`src/rtl/rect_pkg.sv`:
```
// ============================================================================
// Module  : rect_pkg
// Brief   : Shared types and helpers for the rectangle-loop pipeline.
// Revision: 1.0 - initial release
// ============================================================================
`default_nettype none

package rect_pkg;

   typedef enum logic [1:0] {
      ST_IDLE  = 2'd0,
      ST_SCAN  = 2'd1,
      ST_OFFER = 2'd2,
      ST_DONE  = 2'd3
   } rect_state_e;

   // Fields are wide enough for any practical matrix; users slice to RW/CW.
   typedef struct packed {
      logic [7:0] r1;
      logic [7:0] c1;
      logic [7:0] r2;
      logic [7:0] c2;
   } rect_cand_t;

   // Element (r,c) lives at this bit, so (0,0) is the MSB.
   function automatic int bit_idx(input int r, input int c, input int rows, input int cols);
      return rows * cols - 1 - (r * cols + c);
   endfunction

endpackage

`default_nettype wire

```
`src/rtl/rect_corner_check.sv`:
```
// ============================================================================
// Module  : rect_corner_check
// Brief   : Extracts the four corners of a candidate and flags a switchable
//           checkerboard (a==d, b==c, a!=b).
// Revision: 1.0 - initial release
// ============================================================================
`default_nettype none

module rect_corner_check
   import rect_pkg::*;
#(
   parameter int ROWS = 4,
   parameter int COLS = 4
) (
   input  logic [ROWS*COLS-1:0] mat,
   input  rect_cand_t           cand,
   output logic                 match
);

   localparam int IW = $clog2(ROWS * COLS);

   logic [IW-1:0] w_ia, w_ib, w_ic, w_id;
   logic          w_a, w_b, w_c, w_d;

   always_comb begin
      w_ia  = IW'(bit_idx(int'(cand.r1), int'(cand.c1), ROWS, COLS));
      w_ib  = IW'(bit_idx(int'(cand.r1), int'(cand.c2), ROWS, COLS));
      w_ic  = IW'(bit_idx(int'(cand.r2), int'(cand.c1), ROWS, COLS));
      w_id  = IW'(bit_idx(int'(cand.r2), int'(cand.c2), ROWS, COLS));
      w_a   = mat[w_ia];
      w_b   = mat[w_ib];
      w_c   = mat[w_ic];
      w_d   = mat[w_id];
      match = (w_a == w_d) && (w_b == w_c) && (w_a != w_b);
   end

endmodule

`default_nettype wire

```
`src/rtl/rect_scan.sv`:
```
// ============================================================================
// Module  : rect_scan
// Brief   : Enumerates every rectangle of a binary matrix and offers the
//           switchable ones over valid/ready. Define RECT_SCAN_APPLY_EN to
//           flip accepted corners in the internal matrix.
// Revision: 1.0 - initial release
// ============================================================================
`default_nettype none

module rect_scan
   import rect_pkg::*;
#(
   parameter int ROWS = 4,
   parameter int COLS = 4
) (
   input  logic                               clk,
   input  logic                               rst_n,
   input  logic                               start,
   input  logic [ROWS*COLS-1:0]               m_in,
   output logic                               busy,
   output logic                               rect_valid,
   input  logic                               rect_ready,
   output logic [$clog2(ROWS)-1:0]            r1,
   output logic [$clog2(ROWS)-1:0]            r2,
   output logic [$clog2(COLS)-1:0]            c1,
   output logic [$clog2(COLS)-1:0]            c2,
   output logic                               done,
   output logic [$clog2((ROWS*(ROWS-1)/2)*(COLS*(COLS-1)/2)+1)-1:0] count
);

   localparam int RW    = $clog2(ROWS);
   localparam int CW    = $clog2(COLS);
   localparam int N     = ROWS * COLS;
   localparam int NCAND = (ROWS * (ROWS - 1) / 2) * (COLS * (COLS - 1) / 2);
   localparam int KW    = $clog2(NCAND + 1);

   localparam logic [1:0] c_IDLE  = ST_IDLE;
   localparam logic [1:0] c_SCAN  = ST_SCAN;
   localparam logic [1:0] c_OFFER = ST_OFFER;
   localparam logic [1:0] c_DONE  = ST_DONE;

   localparam logic [7:0] c_RMAX  = 8'(ROWS - 1);
   localparam logic [7:0] c_CMAX  = 8'(COLS - 1);
   localparam rect_cand_t c_FIRST = {8'd0, 8'd0, 8'd1, 8'd1};
   localparam rect_cand_t c_LAST  = {8'(ROWS - 2), 8'(COLS - 2), 8'(ROWS - 1), 8'(COLS - 1)};
   localparam logic [KW-1:0] c_NCAND = KW'(NCAND);

   logic [1:0]    r_state;
   logic [N-1:0]  r_mat;
   rect_cand_t    r_cand;
   rect_cand_t    w_next;
   logic          w_last;
   logic          w_match;
   logic [KW-1:0] r_count;
   logic [RW-1:0] r_r1, r_r2;
   logic [CW-1:0] r_c1, r_c2;
   logic [N-1:0]  w_mat_hs;

   rect_corner_check #(
      .ROWS (ROWS),
      .COLS (COLS)
   ) u_check (
      .mat   (r_mat),
      .cand  (r_cand),
      .match (w_match)
   );

   // c2 innermost, then r2, then c1, with r1 outermost.
   always_comb begin
      w_next = r_cand;
      if (r_cand.c2 != c_CMAX) begin
         w_next.c2 = r_cand.c2 + 8'd1;
      end else if (r_cand.r2 != c_RMAX) begin
         w_next.r2 = r_cand.r2 + 8'd1;
         w_next.c2 = r_cand.c1 + 8'd1;
      end else if (r_cand.c1 != c_CMAX - 8'd1) begin
         w_next.c1 = r_cand.c1 + 8'd1;
         w_next.r2 = r_cand.r1 + 8'd1;
         w_next.c2 = r_cand.c1 + 8'd2;
      end else begin
         w_next.r1 = r_cand.r1 + 8'd1;
         w_next.c1 = 8'd0;
         w_next.r2 = r_cand.r1 + 8'd2;
         w_next.c2 = 8'd1;
      end
      w_last = (r_cand == c_LAST);
   end

`ifdef RECT_SCAN_APPLY_EN
   // Accepted corners are flipped so later candidates see the flipped matrix.
   logic [N-1:0] w_mask;
   always_comb begin
      w_mask = '0;
      w_mask[$clog2(N)'(bit_idx(int'(r_cand.r1), int'(r_cand.c1), ROWS, COLS))] = 1'b1;
      w_mask[$clog2(N)'(bit_idx(int'(r_cand.r1), int'(r_cand.c2), ROWS, COLS))] = 1'b1;
      w_mask[$clog2(N)'(bit_idx(int'(r_cand.r2), int'(r_cand.c1), ROWS, COLS))] = 1'b1;
      w_mask[$clog2(N)'(bit_idx(int'(r_cand.r2), int'(r_cand.c2), ROWS, COLS))] = 1'b1;
      w_mat_hs = r_mat ^ w_mask;
   end
`else
   assign w_mat_hs = r_mat;
`endif

   always_ff @(posedge clk or negedge rst_n) begin
      if (!rst_n) begin
         r_state <= c_IDLE;
         r_mat   <= '0;
         r_cand  <= '0;
         r_count <= '0;
         r_r1    <= '0;
         r_r2    <= '0;
         r_c1    <= '0;
         r_c2    <= '0;
      end else begin
         case (r_state)
            c_IDLE: begin
               if (start) begin
                  r_mat   <= m_in;
                  r_count <= '0;
                  r_cand  <= c_FIRST;
                  r_state <= c_SCAN;
               end
            end
            c_SCAN: begin
               if (w_match) begin
                  r_r1    <= r_cand.r1[RW-1:0];
                  r_r2    <= r_cand.r2[RW-1:0];
                  r_c1    <= r_cand.c1[CW-1:0];
                  r_c2    <= r_cand.c2[CW-1:0];
                  r_state <= c_OFFER;
               end else if (w_last) begin
                  r_state <= c_DONE;
               end else begin
                  r_cand  <= w_next;
               end
            end
            c_OFFER: begin
               if (rect_ready) begin
                  r_mat <= w_mat_hs;
                  if (r_count != c_NCAND) begin
                     r_count <= r_count + KW'(1);
                  end
                  if (w_last) begin
                     r_state <= c_DONE;
                  end else begin
                     r_cand  <= w_next;
                     r_state <= c_SCAN;
                  end
               end
            end
            c_DONE:  r_state <= c_IDLE;
            default: r_state <= c_IDLE;
         endcase
      end
   end

   assign busy       = (r_state != c_IDLE);
   assign rect_valid = (r_state == c_OFFER);
   assign done       = (r_state == c_DONE);
   assign r1         = r_r1;
   assign r2         = r_r2;
   assign c1         = r_c1;
   assign c2         = r_c2;
   assign count      = r_count;

endmodule

`default_nettype wire
```
`config.mk`:
```
export PLATFORM = sky130hd
export DESIGN_NAME = rect_scan
export DESIGN_NICKNAME = d
export VERILOG_FILES = /design/src/rtl/rect_pkg.sv /design/src/rtl/rect_corner_check.sv /design/src/rtl/rect_scan.sv
export SDC_FILE = /design/constraint.sdc
export NUM_CORES = 1
export LEC_CHECK = 0
export ABC_AREA = 1
export BUFFER_PORTS_ARGS = -buffer_cell sky130_fd_sc_hd__buf_4
export CAP_MARGIN = 20
export CORE_ASPECT_RATIO = 1.2
export CORE_MARGIN = 2
export CORE_UTILIZATION = 56
export DETAILED_ROUTE_END_ITERATION = 8
export PLACE_DENSITY = 0.77
export SLEW_MARGIN = 20
export SYNTH_ARGS = -nofsm -noshare
export SYNTH_HDL_FRONTEND = slang
export SYNTH_HIERARCHICAL = 1
export SYNTH_SLANG_ARGS = --single-unit
```
`constraint.sdc`:
```
create_clock -name clk -period 2.6 [get_ports clk]
set_input_delay 0.26 -clock clk [delete_from_list [all_inputs] [get_ports clk]]
set_output_delay 0.26 -clock clk [all_outputs]
set_load 0.01 [all_outputs]
```
; ---- Word level (Yosys, flattened, before mapping)
; Index checks and enable logic that the tools add are counted.
; W data, S select, Z words.
[totals]
ramBits = 0
rom_bits = 0
elab_cells = 86
ff_bits = 64
mem_count = 0
latchBits = 0
input_bits = 20
[classes]
n_lt_le_gt_ge = 4
bitwise_logic = 0
addsub = 15
n_mul = 0
n_reduce_logical = 11
div_mod_pow = 0
n_eq_ne = 16
muxes = 29
shifts = 0
[ops]
columns = operator, count
row1 = $mux W32, 4
row2 = $pmux W32 S3, 1
row3 = $mux W24, 2
row4 = $add A8 B1 Y8 const B, 4
row5 = $eq A32 B26 Y1 const B, 1
row6 = $mux W16, 2
row7 = $ne A8 B2 Y1 const B, 3
row8 = $lt A4 B5 Y1 const B, 4
row9 = $mux W6, 3
row10 = $add A4 B4 Y4, 4
row11 = $add A8 B2 Y8 const B, 2
row12 = $bmux W1 S4, 4
row13 = $mux W8, 2
row14 = $sub A1 B4 Y4 const A, 4
row15 = $pmux W6 S2, 1
row16 = $mux W2, 5
row17 = $pmux W2 S4, 1
row18 = $reduce_and A4 Y1, 2
row19 = $add A6 B1 Y6 const B, 1
row20 = $ne A6 B6 Y1 const B, 1
row21 = $eq A2 B2 Y1 const B, 2
row22 = $mux W1, 4
row23 = $ne A2 B1 Y1 const B, 2
row24 = $ne A2 B2 Y1 const B, 2
row25 = 10 further kinds, 14

; ---- Longest topological paths before layout
; Gate-level depths: netlist of the first run.
[depth]
ltp_word = 9
depth_mapped = 19
depth_no_buf = 19

; ---- By module
; The synthesis of the first run kept the hierarchy.
[by_module_without_submodules]
columns = mod, seq_area_each_um2, area_each_um2, instances, cells_per_inst
row1 = rect_scan, 1601.5, 4302.9, 1, 568
row2 = rect_corner_check, 0.0, 704.4, 1, 155

; ---- Worst setup path after synthesis of the first run
; OpenSTA, ideal clock, no wires.
[synth_timing]
kind = register to register
start = register r_cand[2] in the netlist's numbering
end = register r_cand[17] in the netlist's numbering
arrival_ns = 2.418
setup_ns = 0.065
path_stages_with_launch = 19
path_slack_ns = 0.117
cell_sequence = dfrtp_1 inv_1 ha_1 nor2_1 inv_1 nand3_1 nand2_1 nand3_1 nand2_1 nand2_1 inv_1 nand2_1 nand2_1 nand2_1 inv_1 a21oi_4 buf_4 nand4_1 nand2_1
[synth_via]
elab_chain_cells = 9
[synth_lines]
columns = item, line_no
row1 = from (decl), rect_scan.sv:50  ; rect_cand_t r_cand;
row2 = from (signal assigned), rect_scan.sv:120  ; r_cand <= c_FIRST;
row3 = from (signal assigned), rect_scan.sv:134  ; r_cand <= w_next;
row4 = from (signal assigned), rect_scan.sv:146  ; r_cand <= w_next;
row5 = $add A4 B4 Y4, rect_pkg.sv:27  ; return rows * cols - 1 - (r * cols + c);
row6 = $sub A1 B4 Y4, rect_pkg.sv:27
row7 = "$bmux W1 S4, on equally long branches", "rect_corner_check.sv:33, rect_corner_check.sv:31"
row8 = "$mux W1, on equally long branches", "rect_corner_check.sv:33, rect_corner_check.sv:31"
row9 = $eq A1 B1 Y1, rect_corner_check.sv:34  ; match = (w_a == w_d) && (w_b == w_c) && (w_a != w_b);
row10 = $logic_and A1 B1 Y1, rect_corner_check.sv:34
row11 = $logic_and A1 B1 Y1 *, rect_corner_check.sv:34
row12 = named net w_match, rect_scan.sv:53  ; logic w_match;
row13 = $ne A2 B2 Y1 (no line) *, n/a
row14 = $reduce_and A4 Y1 (no line) *, n/a
; Mark *: on every way through the listed nets, which the timed path passes. The rest lies on a longest branch. The select of a mux whose other input is x is not followed.
; A chain may end at the register's enable or synchronous reset.

; ---- Worst setup path in the final report of the first run
[layout_timing]
start = register r_cand[16] in the netlist's numbering
end = register r_cand[5] in the netlist's numbering
[layout_via]
elab_chain_cells = 9
[layout_lines]
columns = item, line_no
row1 = $add A4 B4 Y4, rect_pkg.sv:27
row2 = $sub A1 B4 Y4, rect_pkg.sv:27
row3 = "$bmux W1 S4, on equally long branches", "rect_corner_check.sv:30, rect_corner_check.sv:32"
row4 = "$mux W1, on equally long branches", "rect_corner_check.sv:30, rect_corner_check.sv:32"
row5 = $eq A1 B1 Y1, rect_corner_check.sv:34
row6 = $logic_and A1 B1 Y1 (2 in a row), rect_corner_check.sv:34
row7 = $ne A2 B2 Y1 (no line), n/a
row8 = $reduce_and A4 Y1 (no line), n/a
; Parallel ways exist; a longest one is shown, timed or not. The select of a mux whose other input is x is not followed.

==> results of run 1 <==
==> worst max-delay path, cell delays in order, from the launching register on <==
cell and delay, ns:
sky130_fd_sc_hd__dfrtp_1 0.53, sky130_fd_sc_hd__buf_4 0.24, sky130_fd_sc_hd__inv_1 0.14, sky130_fd_sc_hd__ha_1 0.26
sky130_fd_sc_hd__nand3_4 0.12, sky130_fd_sc_hd__nor2_8 0.20, sky130_fd_sc_hd__nand2_1 0.14, sky130_fd_sc_hd__inv_2 0.14
sky130_fd_sc_hd__nand2_1 0.14, sky130_fd_sc_hd__nand4_1 0.27, sky130_fd_sc_hd__inv_1 0.10, sky130_fd_sc_hd__nand2_1 0.08
sky130_fd_sc_hd__nand2_1 0.04
==> power by group through the flow <==
stage | Clock [W] | Sequential [W] | Combinational (W)
5_1_grt | 0.000938 | 0.00172 | 0.00466
3_3_place_gp | 0 | 0.00167 | 0.00384
6_report | 0.000885 | 0.00168 | 0.00422
4_1_cts | 0.000903 | 0.00167 | 0.00401
3_5_place_dp | 0 | 0.00169 | 0.00398
2_1_floorplan | 0 | 0.00162 | 0.00303
==> final cells by class <==
type / instances / area [um^2]
clock inverters: 5 / 56.3
inverters: 82 / 308
repair buffers: 55 / 438
well taps: 117 / 146
fillers: 797 / 2950
flip-flops and latches: 64 / 1600
multi-input cells: 562 / 3020
clock buffers: 11 / 141
==> cell families after synthesis <==
family                     share of synthesized area [%]
adders and majority gates                           4.75
buffers and inverters                               8.35
DFF                                                 32.0
AOI/OAI and AO/OA                                   6.92
xor gates and xnor gates                            2.80
and+or+nand+nor                                     41.6
muxes                                               3.60
==> worst min-delay path by stage <==
stage,start,end,cells past startpoint,slack [ns]
after CTS,rst_n,r_mat[7],1,0.04
after detailed placement,rst_n,r_cand[5],1,0.42
after global placement,rst_n,r_cand[22],1,0.41
after global routing,rst_n,r_cand[5],1,0.08
final,rst_n,r_cand[5],1,-0.005
after floorplan,rst_n,c1[0],0,-0.04
==> registers in the layout, summed over array words and instances, names as in the netlist <==
signal	flops
c2	2
r_cand	32
r_mat	16
c1	2
r2	2
count	6
r1	2
r_state	2
==> per-layer routing <==
metal  track usage, %  part of all wire [%]
met3             3.71                   5.2
met2             48.7                    51
met5                0                     0
met1             35.1                    42
met4             11.5                   2.5
==> per-stage QoR <==
step	hold slack (ns)	utilization (%)	total power [W]	instance area (um^2)
6_report	-0.00476	65.9	0.00679	5710
5_1_grt	0.0795	65.9	0.00733	5710
4_1_cts	0.0395	65.1	0.00658	5630
3_5_place_dp	0.421	62.8	0.00567	5430
3_3_place_gp	0.412	62.8	0.00552	5430
2_1_floorplan	-0.0356	-	0.00465	5010
==> synthesized netlist by cell type, drive strengths merged <==
cell type | instances | area, um^2
nand2 | 269 | 1060
inv | 82 | 308
nand3 | 77 | 425
nor2 | 69 | 345
dfrtp | 64 | 1600
o21ai | 43 | 253
nand4 | 25 | 175
ha | 19 | 238
mux2 | 16 | 180
xor2 | 13 | 114
a21oi | 12 | 71.3
buf | 12 | 98.8
nor3 | 8 | 40.0
or2 | 4 | 25.0
clkbuf | 3 | 11.3
xnor2 | 3 | 26.3
nand3b | 1 | 7.51
o211ai | 1 | 7.51
o21a | 1 | 7.51
o31ai | 1 | 7.51
==> timing repair <==
| item | 4_1_cts | 5_1_grt |
|---|---|---|
| buffers inserted | 0 | 3 |
| hold endpoints to repair | 0 | 0 |
| resized for setup | 0 | 10 |
| setup endpoints to repair | 0 | 32 |
==> results.txt, run 1 <==
The run finished, with violations left. The checks that failed: hold timing. The tools report the initial antenna violation count as 0.

From bottom edge to top edge, the die measures 108 um. The tools report the number of nets at the end of the flow as 813. The power share of the sequential group came out at 24.8%.

Power spread over the standard cell area amounts to 1190 nW/um^2. The logs give 8660 um^2 for the core area and 6 for the warning count from the yosys run. For this block, the routed nets add up to 13.2 mm of wire. In this run the number of H-tree levels came out at 3. Buffers inserted to repair hold after CTS numbered 0.

The first routing iteration left 361 violations. By startpoint and endpoint, the worst setup path is classified as reg2reg. The logs give 4755 for the number of global-route vias before repair and 0 for the final number of max-transition violations.

STA classifies the critical path endpoint as a flip-flop. The logs give 64 for the CTS sink count and 0.754 mV for the worst supply voltage drop on vdd. During placement, the flow inserted port buffers numbering 36. In this run the critical register-to-register path is launched from r_cand[16]. The run gives 877 as the post-placement cell count. The switching power share of the total is 50.8%.

The logs give 9720 um^2 for the die area and 13.0% for the relative contribution of the clock network to total power. The relative area change from synthesis to final layout works out to 14.0%. The tree is rooted in a sky130_fd_sc_hd__clkbuf_8. The synthesized netlist net count is 762. Sequential elements use 32.0% of the synthesized area. The logs give 2.75 ns for the worst path arrival time and 896 for the post-layout instance count excluding filler cells. For the number of different library cells in the post-synthesis netlist, the log shows 37. In this run the worst path has a maximum fanout of 10. The run gives 9.73 mm as the detailed placement HPWL. The flip-flop and latch count after synthesis is 64, and the number of max-cap violations is 0.

Setup repair after global routing left no endpoint under its margin. Buffers inserted during clock tree synthesis total 9. The combinational fraction of design power came out at 62.2%.

For the global route total overflow, the log shows 0. Summed over all cells, the static leakage comes to 2.92 nW. After floorplanning, the core was divided into 37 placement rows.

The register-to-register setup slack came out at 0.09 ns. Tracing the worst setup path back leads to its startpoint at r_cand[16]. The wire length of the first global-routing pass was 21.9 mm. For this run, the top clock speed supported by timing is 398 MHz. Adding up every negative setup slack in the final design gives 0 ns. Between clock sinks in the finished design, the worst skew comes to 0.00907 ns. Clock-pin slew was measured on the worst setup and hold paths at 0.07 ns.

The logs give 42.8% for the worst max-slew margin expressed relative to the limit and 57.8% for the starting utilization of the core area. The worst register-to-register path has a depth of 12. The global placer's final weighted congestion is 0.912. The worst path uses 96.7% of the clock period. The worst register-to-register path ends at r_cand[5].

STA classifies the critical path startpoint as a flip-flop. Following the worst setup path forward leads to its endpoint at r_cand[5]. For this run, the detailed router's first-pass iteration total came to 5.

TritonCTS built the clock tree. Worst-case clock buffer depth: 2. Internal power comes to 0.00334 W.

At the worst endpoint, the required time is 2.84 ns. The run gives 2 as the number of hold violations in the final report. Across every metal layer, demand over resource in global routing totals 28.0%.

The final number of setup-violating endpoints was 0; the number of antenna cells inserted was 0. In this run the power spent charging and discharging nets is 0.00345 W. The logs give 723 for the number of instances in the synthesized netlist and 65 for the maximum number of pins on one net before global-route repair. In the layout the commonest cells are sky130_fd_sc_hd__nand2_1 (251), sky130_fd_sc_hd__inv_1 (72), sky130_fd_sc_hd__nand3_1 (72). The worst setup slack before clock tree synthesis is 0.100 ns, and the clock latency at the later pin of the worst-skew pair is 0.35 ns. Using the TritonRoute via totals, the vias-per-cell ratio works out to 5.62.

The transition time at the pin with the least slew margin works out to 0.857 ns. The via count was 5038; the average wire per cell in the routed design was 14.7 um. The die width was 90.3 um; the worst hold margin was -0.00476 ns. During I/O placement, the number of pins put on the boundary was 37.

Leaving out fill and tap cells, the most frequent cell in the layout is sky130_fd_sc_hd__nand2_1. Across all setup checks in the final design, the least slack found is 0.0862 ns. Cells with a size suffix above 1 make up 19.1% of the layout.

The mapped netlist covers 5010 um^2. The type of the worst min-delay path was in2async. Counting I/O delays and the setup requirement, the final critical path takes 2.51 ns. The logs give 0 for the number of remaining DRC errors and 0 for the number of routed nets with antenna violations. A synthesized cell averages 6.93 um^2.
(Power assumes the default switching activity.)
==> inputs of run 2 (changes only) <==
--- a/config.mk
+++ b/config.mk
@@ -5,14 +5,14 @@
 export SDC_FILE = /design/constraint.sdc
 export NUM_CORES = 1
 export LEC_CHECK = 0
-export ABC_AREA = 1
+export ABC_AREA = 0
 export BUFFER_PORTS_ARGS = -buffer_cell sky130_fd_sc_hd__buf_4
 export CAP_MARGIN = 20
 export CORE_ASPECT_RATIO = 1.2
 export CORE_MARGIN = 2
-export CORE_UTILIZATION = 56
+export CORE_UTILIZATION = 55
 export DETAILED_ROUTE_END_ITERATION = 8
-export PLACE_DENSITY = 0.77
+export PLACE_DENSITY = 0.76
 export SLEW_MARGIN = 20
 export SYNTH_ARGS = -nofsm -noshare
 export SYNTH_HDL_FRONTEND = slang
==> run 2 against run 1 <==
Effect of this change:
- the flow finishes with violations (hold timing, setup timing)
- power down 13%
- register-to-register slack worse by 0.60 ns
- clock power up 15%
- clock skew up 0.0044 ns
- hold slack worse by 0.022 ns
- first-iteration DRC count down 47%
- global-route usage up 0.46 points
- core utilization up 6.9 points
- final cell count down 30%
- critical endpoint is now r_cand[19]
==> results.txt, run 2 <==
TritonCTS built the clock tree. The flow ran to the end, but the final reports show violations. By area the synthesized netlist is led by sky130_fd_sc_hd__dfrtp_1 (37%), sky130_fd_sc_hd__mux2_2 (5.7%), sky130_fd_sc_hd__ha_1 (5.5%).

The tools report the setup TNS as -17.03 ns (-17.03 ns). For the maximum level of the CTS H-tree, the log shows 3 (unchanged). The maximum clock rate is 321 MHz (-19%), and the clock slew at the register clock pins of the worst setup and hold paths is 0.09 ns (+0.02 ns). The total power consumption of the routed design is 0.00593 W (-13%). The top-area cell type share of the netlist area was 36.7% (+4.7 points); the die width was 85.3 um (-5.6%). The tools report the final number of max-transition violations as 0 (unchanged). The run gives 56.6% (-1.3 points) as the starting utilization of the core area. The tools report the overall track demand over capacity in global routing as 28.4% (+0.46 points). The tools report the type of element capturing the critical path as a flip-flop. The logs give 6 (unchanged) for the warning count from the yosys run and 5 (unchanged) for the number of iterations in the first detailed-routing pass. The run gives 3.39 ns (+0.64 ns) as the worst path arrival time. In the post-synthesis netlist, the cell with the most instances is sky130_fd_sc_hd__dfrtp_1.

The power share of the sequential group is 26.0% (+1.2 points). Category of the critical setup timing path: reg2reg. Number of hold violations in the final report: 12 (+10).

The average wire per cell in the routed design came out at 19.3 um (+31%). The die extent in y came out at 102 um (-5.6%). The most used flip-flop cell after synthesis is sky130_fd_sc_hd__dfrtp_1. The combinational fraction of design power was 56.8% (-5.4 points).

Power density of the placed cells: 1060 nW/um^2 (-11%). In the synthesized netlist, the cells that appear most often are sky130_fd_sc_hd__dfrtp_1 (64), sky130_fd_sc_hd__nand2_1 (45), sky130_fd_sc_hd__o21ai_0 (37). The tools report the worst setup slack before clock tree synthesis as -0.569 ns (-0.670 ns).

The top fanout value on the critical path came out at 6 (-4). For the global placer's final weighted congestion, the log shows 0.878 (-3.7%). The worst setup skew after layout was 0.0135 ns (+0.00444 ns). The post-route worst setup slack was -0.514 ns (-0.601 ns). The run gives 599 (-32%) as the post-placement cell count. Core area: 7710 um^2 (-11%). The number of instances in the synthesized netlist was 445 (-38%).

The clock latency at the later pin of the worst-skew pair is 0.37 ns (+0.02 ns), and the share of the cycle needed by the critical path after routing is 120% (+23 points). The number of max-cap violations is 0 (unchanged), and the ratio of routed vias to standard cells is 6.29 (+12%). The CTS sink count was 64 (unchanged); the cell-internal power was 0.00347 W (+3.7%). For the row count, the log shows 35 (-5.4%). The final number of setup-violating endpoints was 42 (+42); the final critical-path required period was 3.11 ns (+0.601 ns).

In this design, the largest share of critical-path delay is due to simple AND/OR/NAND/NOR gates. The logs give 0 (unchanged) for the number of routed nets with antenna violations and 484 (-36%) for the synthesized netlist net count. The signal on the critical path passes through xor2_1, xnor2_2, mux4_2, or4bb_4, nand2_4, a21oi_4, nand4_1, or4_4, buf_4, o31ai_2.

The detailed placement HPWL came out at 7.95 mm (-18%). Setup repair after global routing could not meet its margin everywhere. Filler cell count: 520 (-35%).

For the initial antenna violation count, the log shows 0 (unchanged). The number of buffer and inverter instances along the worst setup path was 1 (-3); the number of synthesized flops with an enable pin was 0 (unchanged). The total wire length is 12.1 mm (-8.0%). The logs give 0 (unchanged) for the number of antenna cells inserted and 2.87 ns (+0.03 ns) for the data required time at the worst endpoint.

The maximum single-stage delay on the critical path works out to 0.54 ns (about the same). The maximum number of pins on one net before global-route repair was 65 (unchanged); the die area was 8660 um^2 (-11%). The switching power share of the total works out to 41.5% (-9.2 points). Wire length of the first global-routing pass: 19.1 mm (-13%).

Among all stages on the critical path, the largest delay is contributed by sky130_fd_sc_hd__mux4_2. The tools report the number of different library cells in the post-synthesis netlist as 70 (+89%). Sequential element share of the synthesized area: 36.7% (+4.7 points). The type of the worst min-delay path was in2async.

The number of remaining DRC errors came out at 0 (unchanged). The core utilization of the finished layout is 72.8% (+6.9 points). The transition time at the pin with the least slew margin works out to 0.827 ns (-0.0304 ns).

The run gives 191 (-47%) as the count of routing violations after the opening detailed-route iteration. The average cell area after synthesis is 9.80 um^2 (+41%), and the flip-flop and latch count after synthesis is 64 (unchanged). The cell at the root of the clock tree was sky130_fd_sc_hd__clkbuf_8. Global route total overflow: 0 (unchanged). The ratio of cells with drive above 1 in the final layout came out at 38.4% (+19 points).

The number of I/O port buffers came out at 36 (unchanged). STA classifies the critical path startpoint as a flip-flop. The run gives 2 (unchanged) as the worst-case clock buffer depth.

The share of flip-flops with an asynchronous set or reset after synthesis came out at 100% (unchanged). The logs give 9 (unchanged) for the number of buffers created by CTS and -0.0268 ns (-0.0220 ns) for the worst hold margin. Compared with the post-synthesis result, the final layout area differs by 28.7%.

The via count is 3959 (-21%), and the relative contribution of the clock network to total power is 17.2% (+4.2 points). The logs give 571 (-30%) for the number of nets at the end of the flow and 0.00246 W (-29%) for the total net switching power. The tools report the leakage power summed over all cells as 2.46 nW (-16%). Worst max-slew margin expressed relative to the limit: 44.9% (+2.0 points). The combined area of all synthesized cells is 4360 um^2 (-13%). r_cand holds more flip-flops than any other register. Number of global-route vias before repair: 3979 (-16%).

The cell taking the most area after synthesis was sky130_fd_sc_hd__dfrtp_1. The most common cell after layout, fill and taps aside is sky130_fd_sc_hd__buf_4. The number of placed I/O pins is 37 (unchanged), and the worst supply voltage drop on vdd is 0.773 mV (+2.6%). The run gives 629 (-30%) as the post-layout instance count excluding filler cells. In the layout the commonest cells are sky130_fd_sc_hd__buf_4 (90), sky130_fd_sc_hd__dfrtp_1 (62), sky130_fd_sc_hd__nand2_1 (41).

The final reports fail on hold timing, setup timing. The number of flip-flops in the largest register was 32 (unchanged); the quantity of hold-fixing buffers added after cts was 0 (unchanged).
## run 2: final timing paths
path                       startpoint          to  slack (ns)  depth (start not counted)
setup reg to reg           r_cand[25]  r_cand[19]       -0.51                         10
hold reg to reg                 c2[1]       c2[1]        0.50                          2
setup / recovery           r_cand[25]  r_cand[19]       -0.51                         10
max in group asynchronous       rst_n  r_cand[16]        2.02                          1
hold / removal                  rst_n    count[5]       -0.03                          1
min in group clk              m_in[2]    r_mat[2]        0.12                          2
## run 2: what timing repair did
item                       CTS  global route
resized for setup           52            15
pin swaps                    9             2
setup buffers                8             6
setup endpoints to repair   42            42
## run 2: area by class of cell
class | count | area, um^2 | share of cell area, %
multi-input combinational | 342 | 2840 | 50.6
sequential | 64 | 1600 | 28.6
timing repair buffer | 97 | 754 | 13.4
clock buffer | 10 | 138 | 2.45
tap | 92 | 115 | 2.05
clock inverter | 6 | 92.6 | 1.65
inverter | 18 | 67.6 | 1.20
## run 2: cell families (layout without fill, tap and decap cells)
kind of cell | Yosys count | count (layout) | share of synthesized area [%]
buffers and inverters | 39 | 131 | 3.79
flip-flops | 64 | 64 | 36.7
AO/OA/AOI/OAI | 120 | 120 | 18.0
AND/OR/NAND/NOR | 147 | 147 | 18.6
adder cells (fa/ha/maj) | 19 | 19 | 5.45
XOR/XNOR | 18 | 18 | 3.79
multiplexers | 38 | 38 | 13.6
## run 2: power groups by stage
stage | logic, W | clock network [W] | registers (W)
floorplan | 0.00187 | 0 | 0.00148
global placement | 0.00264 | 0 | 0.00151
detailed placement | 0.00273 | 0 | 0.00153
CTS | 0.00310 | 0.00102 | 0.00152
global route | 0.00362 | 0.00106 | 0.00157
finish | 0.00337 | 0.00102 | 0.00154
## run 2: metrics by stage
stage                     hold WS, ns  area, um^2
after floorplan               -0.0356        4440
after global placement          0.403        5040
after detailed placement        0.415        5040
after CTS                     0.00976        5500
after global routing           0.0538        5610
final                         -0.0268        5610
## run 2: worst reg2reg max path: stages (launching register included)
cell,delay (ns)
sky130_fd_sc_hd__dfrtp_1,0.50
sky130_fd_sc_hd__xor2_1,0.32
sky130_fd_sc_hd__xnor2_2,0.16
sky130_fd_sc_hd__mux4_2,0.54
sky130_fd_sc_hd__or4bb_4,0.26
sky130_fd_sc_hd__nand2_4,0.06
sky130_fd_sc_hd__a21oi_4,0.15
sky130_fd_sc_hd__nand4_1,0.18
sky130_fd_sc_hd__or4_4,0.52
sky130_fd_sc_hd__buf_4,0.17
sky130_fd_sc_hd__o31ai_2,0.18
## run 2: routing by layer
metal	track usage, %	part of all wire (%)	vias up
met5	0	0	-
met4	15.8	3.7	0
met3	5.46	4.7	39
met2	48.3	52	133
met1	33.9	39	1955
li1	-	-	1832
==> inputs of run 3 (changes only) <==
--- a/config.mk
+++ b/config.mk
@@ -10,9 +10,9 @@
 export CAP_MARGIN = 20
 export CORE_ASPECT_RATIO = 1.2
 export CORE_MARGIN = 2
-export CORE_UTILIZATION = 55
+export CORE_UTILIZATION = 61
 export DETAILED_ROUTE_END_ITERATION = 8
-export PLACE_DENSITY = 0.76
+export PLACE_DENSITY = 0.8
 export SLEW_MARGIN = 20
 export SYNTH_ARGS = -nofsm -noshare
 export SYNTH_HDL_FRONTEND = slang
==> constraint.sdc (replaced) <==
create_clock -name clk -period 2.9 [get_ports clk]
set_input_delay 0.29 -clock clk [delete_from_list [all_inputs] [get_ports clk]]
set_output_delay 0.29 -clock clk [all_outputs]
set_load 0.01 [all_outputs]
==> run 3 against run 2 <==
Effect of this change:
- the run ends with setup timing left
- maximum frequency decreased by 3.7%
- clock power decreased by 30%
- worst setup slack improved by 0.18 ns
- global-route usage increased by 1.8 points
- clock skew decreased by 0.0017 ns
- first-iteration DRC count increased by 120%
- largest cell class unchanged
- largest power group unchanged
==> results.txt, run 3 (same netlist as run 2, synthesis figures left out) <==
The number of I/O port buffers is 36 (unchanged). The endpoint of the lowest-slack register-to-register path is r_cand[20]. The number of buffers created by CTS is 9 (unchanged). The flow ran to the end, but the final reports show violations.

The source of the worst register-to-register timing path is r_cand[8]. The run gives 7.80 mm (-1.9%) as the detailed placement HPWL. The maximum number of pins on one net before global-route repair was 65 (unchanged).

In this run the worst hold path is classified as in2async. The logs give 63.2% (+6.7 points) for the starting utilization of the core area and 1600 um^2 (unchanged) for the area taken by flip-flops and latches. For the number of iterations in the first detailed-routing pass, the log shows 5 (unchanged). Counting flops per register, the top entry is r_cand.

The critical path startpoint category is a flip-flop. The worst max-slew margin expressed relative to the limit was 45.7% (+0.82 points); the number of cells traversed by the worst register-to-register path was 12 (+2). The run gives 0 (unchanged) as the quantity of hold-fixing buffers added after cts. The transition time at the pin with the least slew margin is 0.815 ns (-0.0123 ns), and the share of the cycle needed by the critical path after routing is 112% (-8.2 points). The run gives 78.3% (+5.5 points) as the core utilization of the finished layout. The tools report the wire length of the first global-routing pass as 18.4 mm (-3.9%).

The top fanout value on the critical path is 4 (-2), and the final number of setup-violating endpoints is 33 (-21%). The tools report the global route total overflow as 0 (unchanged). The number of nets at the end of the flow came out at 554 (-3.0%).

The tools report the worst path arrival time as 3.50 ns (+0.11 ns). The clock slew at the register clock pins of the worst setup and hold paths was 0.08 ns (about the same). The tree is rooted in a sky130_fd_sc_hd__clkbuf_8.

In the layout the commonest cells are sky130_fd_sc_hd__buf_4 (75), sky130_fd_sc_hd__dfrtp_1 (62), sky130_fd_sc_hd__nand2_1 (41). The run gives 5.69 mm (-10%) as the sum of met2 wire segment lengths after detailed routing. The tools report the number of routed nets with antenna violations as 0 (unchanged). The checks that failed: setup timing. Filler cell count: 414 (-20%). Setup repair after global routing could not meet its margin everywhere. The ratio of cells with drive above 1 in the final layout was 35.8% (-2.6 points).

The die area was 7840 um^2 (-9.4%); the area of combinational cells with multiple inputs was 2830 um^2 (-0.31%). For the worst-case clock buffer depth, the log shows 2 (unchanged). Leakage power summed over all cells: 2.37 nW (-3.5%). Type of element capturing the critical path: a flip-flop. The logs give -0.335 ns (+0.179 ns) for the post-route worst setup slack and 0 (unchanged) for the number of max-cap violations. The final critical-path required period came out at 3.24 ns (+0.121 ns). The number of remaining DRC errors is 0 (unchanged). The data required time at the worst endpoint is 3.16 ns (+0.29 ns), and the relative area change from synthesis to final layout is 23.9%.

The core area is 6900 um^2 (-11%). The number of global-route vias before repair was 3868 (-2.8%). The sum of met3 wire segment lengths after detailed routing was 712 um (+25%). The via count is 3940 (-0.48%), and the final number of max-transition violations is 0 (unchanged). The tools report the maximum clock rate as 309 MHz (-3.7%). Maximum level of the CTS H-tree: 3 (unchanged).

Initial antenna violation count: 0 (unchanged). The worst setup skew after layout was 0.0118 ns (-0.00173 ns); the die width was 81.2 um (-4.8%). The number of hold violations in the final report is 0 (-12), and the die extent in y is 96.6 um (-4.8%).

The wire length on met1 is 4.47 mm (-6.1%). Overall track demand over capacity in global routing: 30.2% (+1.8 points). The global placer's final weighted congestion is 0.884 (+0.69%). The total wire length is 11.4 mm (-6.1%). The run gives 33 (-5.7%) as the row count. TritonCTS built the clock tree.

The register-to-register setup slack was -0.34 ns (+0.18 ns). The power density of the placed cells is 912 nW/um^2 (-14%). The number of flip-flops in the largest register is 32 (unchanged), and the count of routing violations after the opening detailed-route iteration is 417 (+120%). The average wire per cell in the routed design works out to 18.7 um (-2.7%).

Leaving out fill and tap cells, the most frequent cell in the layout is sky130_fd_sc_hd__buf_4. The run gives 4930 um^2 (-2.2%) as the placement-stage cell area. The critical path in this run is classified as reg2reg.

The run gives 64 (unchanged) as the CTS sink count. Uppermost layer routed: met4. The ratio of routed vias to standard cells is 6.49 (+3.1%). The clock latency at the later pin of the worst-skew pair was 0.36 ns (about the same); the worst supply voltage drop on vdd was 0.621 mV (-20%). The number of antenna cells inserted came out at 0 (unchanged).

The number of placed I/O pins was 37 (unchanged). For the cell area after layout, the log shows 5400 um^2 (-3.7%).
## run 3: cell types whose count changed in the layout (fill, tap and decap cells not counted), moves of 3 or more
cell and delta:
sky130_fd_sc_hd__a21oi_2 -3, sky130_fd_sc_hd__buf_6 -3, sky130_fd_sc_hd__a21oi_1 +3, sky130_fd_sc_hd__buf_4 -15
sky130_fd_sc_hd__o21ai_0 +3, sky130_fd_sc_hd__nor2_2 +4, sky130_fd_sc_hd__o21ai_1 -3
## run 3: metal layers
metal / GRT usage, % / up-vias
met3: 6.81 / 52
met5: 0 / -
met1: 37.0 / 1901
met4: 16.3 / 0
met2: 48.7 / 189
li1: - / 1798
## run 3: repair_timing
item	CTS	global route
setup endpoints to repair	36	41
buffers inserted	3	7
pin swaps	2	15
resized for setup	28	34
cloned	0	1
## run 3: stage by stage
stage	total power (W)	hold WS (ns)	TNS [ns]	std cells	worst slack, ns
after CTS	0.00450	0.0639	-2.35	600	-0.161
after detailed placement	0.00371	0.441	-5.51	581	-0.260
after global placement	0.00363	0.432	-4.52	581	-0.244
final	0.00493	0.0306	-6.94	607	-0.335
after floorplan	0.00299	-0.00559	-0.999	445	-0.132
after global routing	0.00523	0.102	-10.14	607	-0.430
## run 3: worst max-delay path by stage
stage          depth (start not counted)          to        from  slack (ns)
3_5_place_dp                          14  r_cand[23]  r_cand[18]       -0.26
3_3_place_gp                          14  r_cand[22]  r_cand[18]       -0.24
5_1_grt                               10  r_cand[23]   r_cand[0]       -0.43
4_1_cts                               14  r_cand[22]  r_cand[18]       -0.16
2_1_floorplan                         13   r_cand[2]  r_cand[24]       -0.13
6_report                              12  r_cand[20]   r_cand[8]       -0.34
## run 3: area by class of cell
type,count,area share (%)
inverter,18,1.25
clock buffer,13,2.94
multi-input combinational,342,52.4
tap,87,2.02
sequential,64,29.7
clock inverter,3,0.324
timing repair buffer,80,11.4
## run 3: worst max-delay path, cell delays in order, from the launching register on
cell and delay (ns):
sky130_fd_sc_hd__dfrtp_1 0.41, sky130_fd_sc_hd__inv_2 0.12, sky130_fd_sc_hd__ha_4 0.22, sky130_fd_sc_hd__nor2_2 0.12, sky130_fd_sc_hd__xnor2_2 0.14, sky130_fd_sc_hd__mux4_2 0.53, sky130_fd_sc_hd__or4bb_4 0.23, sky130_fd_sc_hd__nand2_4 0.06
sky130_fd_sc_hd__a21oi_4 0.16, sky130_fd_sc_hd__nand4_1 0.16, sky130_fd_sc_hd__or4_4 0.62, sky130_fd_sc_hd__buf_4 0.18, sky130_fd_sc_hd__o41ai_4 0.18
## run 3: where the power goes
group          switching (W)  leakage, nW  total (W)  internal [W]
Combinational        0.00146         1.45    0.00283       0.00137
Clock               0.000360       0.0894   0.000714      0.000355
Sequential          0.000249        0.833    0.00138       0.00113
